--- src/rtl/imm_ext_pkg.sv ---
// imm_ext_pkg: shared mode codes and skid-buffer state encoding for imm_extend_pipe
package imm_ext_pkg;
   localparam logic [1:0] MODE_SIGN   = 2'b00;
   localparam logic [1:0] MODE_ZERO   = 2'b01;
   localparam logic [1:0] MODE_LUI    = 2'b10;
   localparam logic [1:0] MODE_BRANCH = 2'b11;
   typedef enum logic [1:0] {EMPTY, ONE, TWO} state_t;
endpackage

--- src/rtl/imm_ext_core.sv ---
// imm_ext_core: combinational immediate widener (sign / zero / lui / branch offset)
//   imm  in  IN_W   raw immediate
//   mode in  2      imm_ext_pkg MODE_* code
//   ext  out OUT_W  extended result
module imm_ext_core
   import imm_ext_pkg::*;
#(
   parameter int IN_W     = 16,
   parameter int OUT_W    = 32,
   parameter int BR_SHIFT = 2
) (
   input  logic [IN_W-1:0]  imm,
   input  logic [1:0]       mode,
   output logic [OUT_W-1:0] ext
);
   if (OUT_W < IN_W + BR_SHIFT || OUT_W <= IN_W) begin : g_bad_widths
      $error("imm_ext_core: OUT_W must exceed IN_W and hold IN_W+BR_SHIFT bits");
   end
   logic [OUT_W-1:0] sx, zx, lui;
   assign sx  = {{(OUT_W-IN_W){imm[IN_W-1]}}, imm};
   assign zx  = {{(OUT_W-IN_W){1'b0}}, imm};
   assign lui = {imm, {(OUT_W-IN_W){1'b0}}};
   assign ext = mode == MODE_SIGN ? sx :
                mode == MODE_ZERO ? zx :
                mode == MODE_LUI  ? lui :
                mode == MODE_BRANCH ? sx << BR_SHIFT : sx;
endmodule

--- src/rtl/imm_extend_pipe.sv ---
// imm_extend_pipe: registered immediate generator behind a 2-entry skid buffer
//   clk, rst_n              clock, async active-low reset
//   flush                   sync squash of all held entries
//   in_valid/in_ready       upstream handshake (in_ready is a flop)
//   in_imm/in_mode/in_tag   immediate, extension mode, sideband tag
//   out_valid/out_ready     downstream handshake
//   out_data/out_tag        extended immediate and its tag (main register)
module imm_extend_pipe
   import imm_ext_pkg::*;
#(
   parameter int IN_W     = 16,
   parameter int OUT_W    = 32,
   parameter int BR_SHIFT = 2,
   parameter int TAG_W    = 5
) (
   input  logic             clk,
   input  logic             rst_n,
   input  logic             flush,
   input  logic             in_valid,
   output logic             in_ready,
   input  logic [IN_W-1:0]  in_imm,
   input  logic [1:0]       in_mode,
   input  logic [TAG_W-1:0] in_tag,
   output logic             out_valid,
   input  logic             out_ready,
   output logic [OUT_W-1:0] out_data,
   output logic [TAG_W-1:0] out_tag
);
   state_t state, state_n;
   logic [OUT_W-1:0] ext, skid_data;
   logic [TAG_W-1:0] skid_tag;
   logic accept, take;
   imm_ext_core #(.IN_W(IN_W), .OUT_W(OUT_W), .BR_SHIFT(BR_SHIFT)) u_core (
      .imm  (in_imm),
      .mode (in_mode),
      .ext  (ext)
   );
   assign accept = in_valid & in_ready;
   assign take   = out_valid & out_ready;
   always_comb begin
      state_n = flush ? EMPTY :
                state == EMPTY ? (accept ? ONE : EMPTY) :
                state == ONE ? (accept & ~take ? TWO : take & ~accept ? EMPTY : ONE) :
                (take ? ONE : TWO);
   end
   // out_valid and in_ready are registered copies of the next state so no
   // combinational path runs from out_ready to in_ready.
   always_ff @(posedge clk or negedge rst_n) begin
      if (!rst_n) begin
         state     <= EMPTY;
         out_valid <= 1'b0;
         in_ready  <= 1'b1;
      end else begin
         state     <= state_n;
         out_valid <= state_n != EMPTY;
         in_ready  <= state_n != TWO;
      end
   end
   always_ff @(posedge clk or negedge rst_n) begin
      if (!rst_n) begin
         out_data  <= '0;
         out_tag   <= '0;
         skid_data <= '0;
         skid_tag  <= '0;
      end else begin
         if (accept & (state == EMPTY | take)) begin
            out_data <= ext;
            out_tag  <= in_tag;
         end else if (state == TWO & take) begin
            out_data <= skid_data;
            out_tag  <= skid_tag;
         end
         if (accept & state == ONE & ~take) begin
            skid_data <= ext;
            skid_tag  <= in_tag;
         end
      end
   end
endmodule

--- config.mk ---
export PLATFORM = sky130hd
export DESIGN_NAME = imm_extend_pipe
export DESIGN_NICKNAME = d
export VERILOG_FILES = /design/src/rtl/imm_ext_pkg.sv /design/src/rtl/imm_ext_core.sv /design/src/rtl/imm_extend_pipe.sv
export SDC_FILE = /design/constraint.sdc
export NUM_CORES = 1
export LEC_CHECK = 0
export ABC_AREA = 1
export CAP_MARGIN = 25
export CORE_MARGIN = 4
export CORE_UTILIZATION = 65
export CTS_BUF_LIST = sky130_fd_sc_hd__clkbuf_8
export CTS_CLUSTER_SIZE = 30
export DETAILED_ROUTE_END_ITERATION = 8
export DONT_BUFFER_PORTS = 1
export GPL_TIMING_DRIVEN = 0
export PLACE_DENSITY = 0.81
export REMOVE_ABC_BUFFERS = 1
export SYNTH_ARGS = -nofsm -noshare
export SYNTH_HDL_FRONTEND = slang
export SYNTH_SLANG_ARGS = --single-unit
export TNS_END_PERCENT = 50
--- constraint.sdc ---
create_clock -name clk -period 1.5 [get_ports clk]
set_input_delay 0.45 -clock clk [delete_from_list [all_inputs] [get_ports clk]]
set_output_delay 0.45 -clock clk [all_outputs]
set_load 0.005 [all_outputs]
==> metrics <==
Total Power 7.69 mW; final setup TNS 0 ns; Final period util 0.976; CP max stage delay 0.44 ns; Final WS setup 0.0355 ns; first-pass GRT wire length 16400 um; reg-to-reg slack, setup 0.04 ns; final wirelength 9900 um; Post-synth EDFFs 0; top-count cell post-synth nand2_1; area of the multi-input gates 1650 um2; DRC 0; CTS H-tree depth 3; Final nets 483; slowest CP cell dfrtp_1; GR Layer Usage met3 0.0691; TritonCTS Sinks 78; clk buf depth 2; Synth top cells by count 168 x nand2_1, 104 x nand3_1, 77 x dfrtp_1, 18 x inv_1; Post-Layout Cell Count 531; worst path bufs/invs 1; chip width 83.7 um; final core occ 0.746; TritonCTS buffer count 9; gr usage total 0.293; Tmin final 1.46 ns; global placement routability congestion 0.832; Fin Clk Skew 0.0110 ns; # IOs 67; vias after detailed routing 3263; met1 Use GR 0.396; GRT overflow 0; area post-placement 3640 um2; detailed placement HPWL 5140 um; clock-pin slew on the worst setup and hold paths 0.09 ns; CP Launch Type register; crit-path max FO 37; DR vias/cell 6.15; Max Fclk 683 MHz; RR Startpoint state[1]; met2 Track Usage GR 0.466; fillers 406; Post-Syn Area per Cell 8.25 um2; Max Cap Viol 0; Critical Path Sink Type register; vias in the first global route 3138; Reg2Reg Depth 6; PD cells 1860 nW/um2; Synth area leaders dfrtp_1 52%, nand2_1 17%, nand3_1 14%; Starting Density 0.673; pre-CTS setup slack -0.800 ns; Placed Instances 498; Root Buffer clkbuf_8; # setup viols final 0; pin count of the biggest net entering global routing 79; final hold vios 78; Die Area 7010 um2; core area 5540 um2; worst-skew pair later-pin latency 0.35 ns; initial antenna violation count 0; chip height 83.7 um; storage element area 1950 um2; synthesized instance count 452; max-slew violations 0; RSZ-0062 raised after global routing yes; Iter 0 DRT Violations 306; failing checks negative hold slack; busiest layer in global routing met2; asr flop ratio synth 1.00; Pleak 2.04 nW; Rel. slew slack 0.652; drt pass-1 iters 5; Critical Path Stages 6; Yosys top cell by area dfrtp_1; warnings from Yosys 0; routed length per placed instance 18.6 um; Worst Path Arrival 1.68 ns; outcome finished, violations left; Cell Chain, Critical Path inv_4 -> nand2_4 -> nand2_4 -> nand2_8 -> nand3_1 -> nand3_1; FF+latch count, synth 78; CP Class register to register; # diodes 0; Crit path max-delay family simple AND/OR/NAND/NOR gates; Finished Cell Area 4130 um2; Seq/Total Area, Yosys 0.524; Routed Antenna Nets 0; WP data required 1.71 ns; Row Count 27; Hold WS -0.208 ns; area delta synth->final 10.8%; post-synth top area share 0.517; Post-Syn Area 3730 um2; Reg-to-Reg End out_data[25]; VDD IR max 1.15 mV; PortBufs 0; Slew @ Worst Pin 0.521 ns; Synth Flop Type dfrtp_1; Netlist cell types 27; CTS tree built; layout cell share with drive strength beyond 1 0.118; Hold WC Path Type input pin to asynchronous set/reset pin
-- placed cells by master (no fill, tap or decap), types with 2 or more instances in the layout --
cell type,netlist,final
a21oi_4,1,2
buf_12,0,4
buf_4,4,8
clkbuf_8,0,12
clkinv_4,0,2
dfrtp_1,77,76
inv_1,18,18
inv_2,5,2
inv_8,0,2
nand2_1,168,167
nand2_2,4,3
nand2_4,5,3
nand2_8,0,4
nand3_1,104,104
nand4_4,1,4
nor2_1,4,4
nor2_4,1,2
o21ai_0,9,8
o21ai_1,11,12
o22ai_1,10,10
-- worst max-delay path by stage --
stage	slack [ns]	end	from
finish	0.04	out_data[25]	state[1]
global route	-0.03	skid_data[3]	in_ready
CTS	0.02	out_data[25]	in_ready
detailed placement	-0.80	skid_data[6]	in_ready
global placement	-0.77	skid_data[13]	in_ready
floorplan	-0.23	skid_data[0]	in_ready
-- sequential cells by signal (all words and copies together), names as in the netlist --
| register | cells |
|---|---|
| in_ready | 1 |
| out_data | 32 |
| out_tag | 5 |
| out_valid | 1 |
| skid_data | 32 |
| skid_tag | 5 |
| state | 2 |
-- report_power, final --
group,internal [mW],switching [mW]
clock network,0.740,0.777
logic,0.874,1.57
registers,3.05,0.682
total,4.67,3.03
-- cells by family after synthesis --
| family | count (synthesis) | synth area share |
|---|---|---|
| AOI/OAI and AO/OA | 33 | 0.0513 |
| adders and majority gates | 1 | 0.00336 |
| DFF | 78 | 0.524 |
| and+or+nand+nor | 291 | 0.350 |
| buffers and inverters | 49 | 0.0715 |
-- area by class of cell --
cell class | count | share of cell area
timing repair buffer | 12 | 0.0339
inverter | 23 | 0.0251
clock buffer | 12 | 0.0400
multi-input combinational | 330 | 0.399
clock inverter | 4 | 0.00727
tap | 72 | 0.0218
sequential | 78 | 0.473
-- what timing repair did --
| action | CTS | global route |
|---|---|---|
| gates cloned | 5 | 0 |
| pin swaps | 4 | 3 |
| resized for setup | 16 | 5 |
| buffers inserted | 10 | 2 |
| endpoints found under the setup margin | 75 | 60 |
| endpoints found under the hold margin | 78 | 78 |
-- layer usage --
metal	part of all wire	vias to the layer above
met5	0	-
met4	0.018	0
met3	0.096	21
met2	0.49	179
met1	0.40	1561
li1	-	1502
Note: power is estimated with default switching activity, not from simulation.
